### src/rtl/seq_chunk_adder.sv
// Multicycle add/subtract unit: WIDTH-bit result built CHUNK bits per clock, LSB slice first.
// Define SEQ_ADDER_FLAGS_EN to build the ovf/zero flag logic; otherwise both flags read 0.
module seq_chunk_adder #(
  parameter int unsigned WIDTH = 16,
  parameter int unsigned CHUNK = 4
) (
  input  logic             clk,
  input  logic             rst,
  input  logic             start,
  input  logic             sub,
  input  logic [WIDTH-1:0] a,
  input  logic [WIDTH-1:0] b,
  output logic             ready,
  output logic             done,
  output logic [WIDTH-1:0] sum,
  output logic             cout,
  output logic             ovf,
  output logic             zero
);

  localparam int unsigned N     = WIDTH / CHUNK;
  localparam int unsigned CNT_W = (N > 1) ? $clog2(N) : 1;
  localparam int unsigned CW    = CHUNK + 1;
  localparam logic [CNT_W-1:0] LAST_SLICE = CNT_W'(N - 1);

  typedef enum logic [0:0] {
    S_IDLE = 1'b0,
    S_BUSY = 1'b1
  } state_e;

  state_e             state_q, state_d;
  logic [WIDTH-1:0]   a_q, a_d;
  logic [WIDTH-1:0]   b_q, b_d;
  logic [WIDTH-1:0]   part_q, part_d;
  logic [WIDTH-1:0]   sum_q, sum_d;
  logic [CNT_W-1:0]   cnt_q, cnt_d;
  logic               carry_q, carry_d;
  logic               cout_q, cout_d;
  logic               done_q, done_d;
  logic               ready_q, ready_d;
`ifdef SEQ_ADDER_FLAGS_EN
  logic               ovf_q, ovf_d;
  logic               zero_q, zero_d;
  logic               top_cin;
`endif

  // One CHUNK-bit ripple slice: the whole critical path of the unit.
  logic [CHUNK-1:0]   slice_a, slice_b, slice_s;
  logic               slice_co;
  logic [WIDTH-1:0]   part_next;

  assign slice_a = a_q[CHUNK-1:0];
  assign slice_b = b_q[CHUNK-1:0];
  assign {slice_co, slice_s} = CW'(slice_a) + CW'(slice_b) + CW'(carry_q);
  assign part_next = WIDTH'({slice_s, part_q} >> CHUNK);

`ifdef SEQ_ADDER_FLAGS_EN
  // Carry into the slice MSB recovered from the sum bit and its two addend bits.
  assign top_cin = slice_a[CHUNK-1] ^ slice_b[CHUNK-1] ^ slice_s[CHUNK-1];
`endif

  // Next-state and datapath control.
  always_comb begin
    state_d = state_q;
    a_d     = a_q;
    b_d     = b_q;
    part_d  = part_q;
    sum_d   = sum_q;
    cnt_d   = cnt_q;
    carry_d = carry_q;
    cout_d  = cout_q;
    done_d  = 1'b0;
    ready_d = ready_q;
`ifdef SEQ_ADDER_FLAGS_EN
    ovf_d   = ovf_q;
    zero_d  = zero_q;
`endif
    case (state_q)
      S_IDLE: begin
        if (start) begin
          a_d     = a;
          b_d     = b ^ {WIDTH{sub}};
          carry_d = sub;
          cnt_d   = '0;
          part_d  = '0;
          ready_d = 1'b0;
          state_d = S_BUSY;
        end
      end
      S_BUSY: begin
        a_d     = a_q >> CHUNK;
        b_d     = b_q >> CHUNK;
        carry_d = slice_co;
        part_d  = part_next;
        cnt_d   = cnt_q + CNT_W'(1);
        if (cnt_q == LAST_SLICE) begin
          sum_d   = part_next;
          cout_d  = slice_co;
`ifdef SEQ_ADDER_FLAGS_EN
          ovf_d   = top_cin ^ slice_co;
          zero_d  = (part_next == '0);
`endif
          cnt_d   = '0;
          done_d  = 1'b1;
          ready_d = 1'b1;
          state_d = S_IDLE;
        end
      end
      default: begin
        state_d = S_IDLE;
        ready_d = 1'b1;
      end
    endcase
  end

  // State and output registers.
  always_ff @(posedge clk or posedge rst) begin
    if (rst) begin
      state_q <= S_IDLE;
      a_q     <= '0;
      b_q     <= '0;
      part_q  <= '0;
      sum_q   <= '0;
      cnt_q   <= '0;
      carry_q <= 1'b0;
      cout_q  <= 1'b0;
      done_q  <= 1'b0;
      ready_q <= 1'b1;
`ifdef SEQ_ADDER_FLAGS_EN
      ovf_q   <= 1'b0;
      zero_q  <= 1'b0;
`endif
    end else begin
      state_q <= state_d;
      a_q     <= a_d;
      b_q     <= b_d;
      part_q  <= part_d;
      sum_q   <= sum_d;
      cnt_q   <= cnt_d;
      carry_q <= carry_d;
      cout_q  <= cout_d;
      done_q  <= done_d;
      ready_q <= ready_d;
`ifdef SEQ_ADDER_FLAGS_EN
      ovf_q   <= ovf_d;
      zero_q  <= zero_d;
`endif
    end
  end

  assign ready = ready_q;
  assign done  = done_q;
  assign sum   = sum_q;
  assign cout  = cout_q;
`ifdef SEQ_ADDER_FLAGS_EN
  assign ovf   = ovf_q;
  assign zero  = zero_q;
`else
  assign ovf   = 1'b0;
  assign zero  = 1'b0;
`endif

endmodule

### config.mk
export PLATFORM = sky130hd
export DESIGN_NAME = seq_chunk_adder
export DESIGN_NICKNAME = d
export VERILOG_FILES = /design/src/rtl/seq_chunk_adder.sv
export SDC_FILE = /design/constraint.sdc
export NUM_CORES = 1
export LEC_CHECK = 0
export BUFFER_PORTS_ARGS = -buffer_cell sky130_fd_sc_hd__buf_4
export CAP_MARGIN = 20
export CORE_MARGIN = 1
export CORE_UTILIZATION = 50
export CTS_CLUSTER_SIZE = 16
export DETAILED_ROUTE_END_ITERATION = 7
export PLACE_DENSITY = 0.76
export SKIP_CTS_REPAIR_TIMING = 1
export SLEW_MARGIN = 10
export SYNTH_ARGS = -nofsm -noshare
export SYNTH_HDL_FRONTEND = slang
export SYNTH_SLANG_ARGS = --single-unit
export TNS_END_PERCENT = 100
### constraint.sdc
create_clock -name clk -period 1.7 [get_ports clk]
set_input_delay 0.085 -clock clk [delete_from_list [all_inputs] [get_ports clk]]
set_output_delay 0.085 -clock clk [all_outputs]
set_load 0.005 [all_outputs]
* After elaboration in Yosys (flattened, before gate mapping)
Index checks and enable logic that the tools add are counted.
** Cells by class
- $lt $le $gt $ge :: 0
- Bitwise gates (word level) :: 2
- Shifts and indexed selects :: 0
- Multiplexer cells :: 19
- Multipliers :: 0
- Divide/modulo/power cells :: 0
- Reductions and logical operators :: 2
- Add/subtract/negate cells :: 3
- Equality and inequality tests :: 3
** Operators with widths (number)
- $pmux 16 s2 :: 3
- $mux 16 :: 3
- $xor 16x16->16 :: 1
- $mux 1 :: 7
- $pmux 1 s2 :: 3
- $add 4x4->5 :: 1
- $add 5x1->5 :: 1
- $mux 2 :: 2
- $pmux 2 s2 :: 1
- $reduce_and 2->1 :: 2
- $add 2x1->2 const B :: 1
- $eq 2x2->1 const B :: 1
- $ne 2x1->1 const B :: 1
- $ne 2x2->1 const B :: 1
- $not 1->1 :: 1
** Word-level totals
- Bits of input ports :: 36
- ROM bits :: 0
- Word-level logic and storage cells :: 39
- Memories kept :: 0
- Output and inout bits :: 21
- Register bits after elaboration :: 71
- Bits in latches :: 0
- Bits in writable memories :: 0

* Depth between registers and ports, before layout
- Depth in word-level cells :: 3
- Mapped depth :: 5
- Mapped depth without buffers :: 5

* Least setup slack after synthesis
No wires, ideal clock.
- Kind :: register to register
- Start :: register a_q[0]
- End :: register cout_q, in the netlist cout
- Path buffers :: 0
- Period minus slack after synthesis :: 1795 ps
- Arrival time :: 1669 ps
- Stages on the path, launching flop included :: 6
- Library setup time :: 126 ps
- Required time :: 1574 ps
- Slack :: -95 ps
- Cell sequence :: dfrtp_1 > fa_1 > fa_1 > a21o_2 > a21oi_1 > o21ai_0
** Between the ends
- Word-level cells in the longest chain between the ends :: 2
** RTL lines
- from (decl) :: line 32 : logic [WIDTH-1:0] a_q, a_d;
- from (signal assigned) :: line 120 : a_q <= '0;
- from (signal assigned) :: line 135 : a_q <= a_d;
- $add 4x4->5 :: line 54 : assign {slice_co, slice_s} = CW'(slice_a) + CW'(slice_b) + CW'(carry_q);
- $add 5x1->5 :: line 54
- to (signal assigned) :: line 141 : cout_q <= cout_d;
- to (decl) :: line 38 : logic cout_q, cout_d;
Every way passes these cells.
A chain may end at the register's enable or synchronous reset.

* Final worst setup path
- Start :: register carry_q
- End :: register cout_q, in the netlist cout
** Between the ends
- Word-level cells in the longest chain between the ends :: 1
** RTL lines
- from (decl) :: line 37 : logic carry_q, carry_d;
- from (signal assigned) :: line 140 : carry_q <= carry_d;
- $add 5x1->5 :: line 54
Every way passes these cells.

==> summary.md <==
| Metric | Value |
|---|---|
| CTS HTree Levels | 3 |
| Dpl hpwl | approximately 3900 microns |
| WHS | -0.00008155 ns |
| Top cell by count, worst path | fa_2 |
| Max-slew violations | 0 |
| Crit Path Category | register to register |
| YS warnings | 0 |
| Tot GR Track Use | between 15 and 20% |
| GR Overflow Total | 0 |
| Number of global-route vias before repair | ~2,100 |
| Critical path endpoint category | register |
| Cells after Synth | around 280 |
| Top cell type's share of synthesized area | about 52% |
| Setup Skew | between 0.008 and 0.009 ns |
| HP Class | input port to register |
| DRC viols | 0 |
| Mapped Area | about 3200 sq um |
| Asr flop ratio synth | 100.0% |
| Worst slew pin tran | roughly 0.61 ns |
| I/O Buffers | 54 |
| Register area share after synthesis | between 50 and 60% |
| Tcrit/Tclk final | 105.1% |
| CTS buffer count | 9 |
| Die Y | 81.90 microns |
| Post-synth EDFFs | 0 |
| Critical path buffers and inverters | 0 |
| I/O pin total | 57 |
| Slew HR | a little under 60% |
| Mean routed wirelength per cell | around 14 microns |
| Post-synthesis cell type count | 38 |
| Unrepaired setup endpoints after global routing | yes |
| Final nets | roughly 380 |
| Final antenna-violating net count | 0 |
| Ant diodes | 0 |
| Final wirelength | between 5000 and 6000 microns |
| Die area | approximately 6700 sq um |
| Vias | 2,167 |
| Share of cells above drive strength 1 | roughly 30% |
| CTS tree | done |
| Syn Area/Cell | between 10 and 15 sq um |
| Die Wd | roughly 82 microns |
| Vias per inst | between 5 and 6 |
| Violation count after the first detailed-route iteration | about 110 |
| Critical-path cell list | fa_2 -> fa_2 -> a21o_2 -> a21oi_2 -> o21ai_1 |
| Clk buf depth | 2 |
| Pin count of the biggest net entering global routing | between 40 and 50 |
| Worst Path Required | 1.91 ns |
| Shortest period the worst path allows | 1.787 ns |
| Top cells by area, synth | dfrtp_1 (52%), mux2i_1 (8.8%), nand2_1 (5.6%) |
| Post-route setup slack | -0.08725 ns |
| Clock Latency Late Sink | 0.34 ns |
| Final setup vio count | 3 |
| Final Wtd Congestion | 0.7316 |
| First-pass GRT wire length | 9860 microns |
| Setup TNS | -0.2266 ns |
| Final hold violations | 1 |
| Largest stage delay, worst path | around 0.42 ns |
| Initial antenna violation count | 0 |
| Crit path DAT | roughly 2.0 ns |
| Startpoint Class | register |
| Starting density of the core | roughly 53% |
| DRT Pass-1 Iters | 4 |
| Area Overhead vs Synth | 19.21% |
| Critical-path top delay cell | fa_2 |
| FP Rows | 28 |
| Fillers | between 400 and 500 |
| Violated checks | negative hold slack, negative setup slack |
| Core area | 6026 sq um |
| Area occupied by multi-input gates | between 1000 and 1500 sq um |
| Sequential cell area | 1679 sq um |
| Total power | a little over 0.006 W |
| Clock sinks | 67 |
| Worst-path fanout max | 2 |
| Pwr/cell area | 1637 nW/um^2 |
| Static leakage | 1.856 nW |
| Max Freq | around 560 MHz |
| Yosys reg bits | 67 |
| CTS root buf | clkbuf_8 |
| Main synth FF type | dfrtp_1 |
| Status | finished with violations |
| Clock transition at path regs | about 0.070 ns |
| Delay-heaviest family, CP | adder cells |
| VDD IR-drop max | about 0.00075 V |
| Max cap viols | 0 |
| Post-synth top area cell | dfrtp_1 |
==> sequential cells by signal, summed over array words and instances (netlist names) <==
signal and count:
carry_q 1, b_q 16, ready 1, state_q 1, part_q 12, cnt_q 2
a_q 16, cout 1, sum 16, done 1
==> logic make-up (layout without fill, tap and decap cells) <==
logic type,after synthesis,after routing,share of synthesized area (%)
AND/OR/NAND/NOR,71,71,10.19
multiplexers,42,42,13.72
buffers and inverters,27,81,6.154
XOR/XNOR,17,17,4.665
other,1,2,0.1175
flip-flops,67,67,52.57
AO/OA/AOI/OAI,53,53,9.761
adder cells (fa/ha/maj),6,6,2.823
==> layout by cell type (no fill, tap or decap), types with 5 or more instances in the layout <==
cell | Yosys | layout
mux2i_1 | 28 | 28
nand2_1 | 48 | 48
o21ai_0 | 33 | 32
buf_4 | 6 | 57
nor2_1 | 11 | 11
xor2_1 | 12 | 12
clkbuf_8 | 0 | 10
dfrtp_1 | 66 | 65
a211oi_1 | 5 | 5
o21ai_1 | 5 | 6
mux2_2 | 14 | 14
==> report_power, final <==
| group | internal [W] | leakage (nW) | switching, W |
|---|---|---|---|
| registers | 0.00227 | 0.856 | 0.000452 |
| logic | 0.00113 | 0.902 | 0.00108 |
| clock network | 0.000710 | 0.0991 | 0.000588 |
==> stage by stage <==
| step | utilization, % | cells | hold WS, ns | cell area, sq um | worst slack, ns |
|---|---|---|---|---|---|
| after floorplan | - | 285 | 0.2350 | 3204 | 0.009052 |
| after global placement | 59.57 | 397 | 0.1969 | 3590 | -0.04139 |
| after detailed placement | 59.57 | 397 | 0.2032 | 3590 | -0.07352 |
| after CTS | 62.79 | 413 | -0.1639 | 3784 | -0.09456 |
| after global routing | 63.14 | 414 | 0.01216 | 3805 | -0.1324 |
| final | 63.14 | 414 | -0.00008155 | 3805 | -0.08725 |
==> final timing paths <==
path | from | slack (ns) | cells past startpoint | end
hold / removal | a[12] | -0.00008 | 3 | a_q[12]
max in group asynchronous | rst | 0.77 | 4 | sum[10]
min in group asynchronous | rst | 0.38 | 3 | a_q[1]
setup / recovery | carry_q | -0.09 | 5 | cout
setup reg to reg | carry_q | -0.09 | 5 | cout
hold reg to reg | b_q[14] | 0.47 | 2 | b_q[10]
==> final cells by class <==
type	instances	share of cell area (%)
clock buffer	11	3.716
clock inverter	5	1.381
inverter	5	0.5919
multi-input combinational	191	35.15
sequential	67	44.13
tap	75	2.466
timing repair buffer	60	12.56
==> layer usage <==
metal	GRT usage (%)	part of all wire, %
met1	24.57	46
met2	32.40	48
met3	5.000	4.7
met4	7.895	1.4
met5	0	0
==> cells in the mapped netlist (2+ instances only) <==
library cell and instances:
dfrtp_1 66, a221oi_2 2, and4b_1 2, ha_1 4, buf_4 6, o21ai_0 33
fa_1 2, xnor2_1 5, nor2_1 11, buf_6 5, buf_2 6, mux2i_1 28
o21ai_1 5, xor2_1 12, inv_1 5, mux2_2 14, clkbuf_1 3, a21oi_1 4
a211oi_1 5, nand2_1 48
==> tightest hold or removal path, delay by kind of cell <==
| family | cells | cell delay [ns] |
|---|---|---|
| buffers and inverters | 1 | 0.07 |
| and+or+nand+nor | 1 | 0.08 |
| muxes | 1 | 0.05 |
Power figures use the tool's default switching activity.
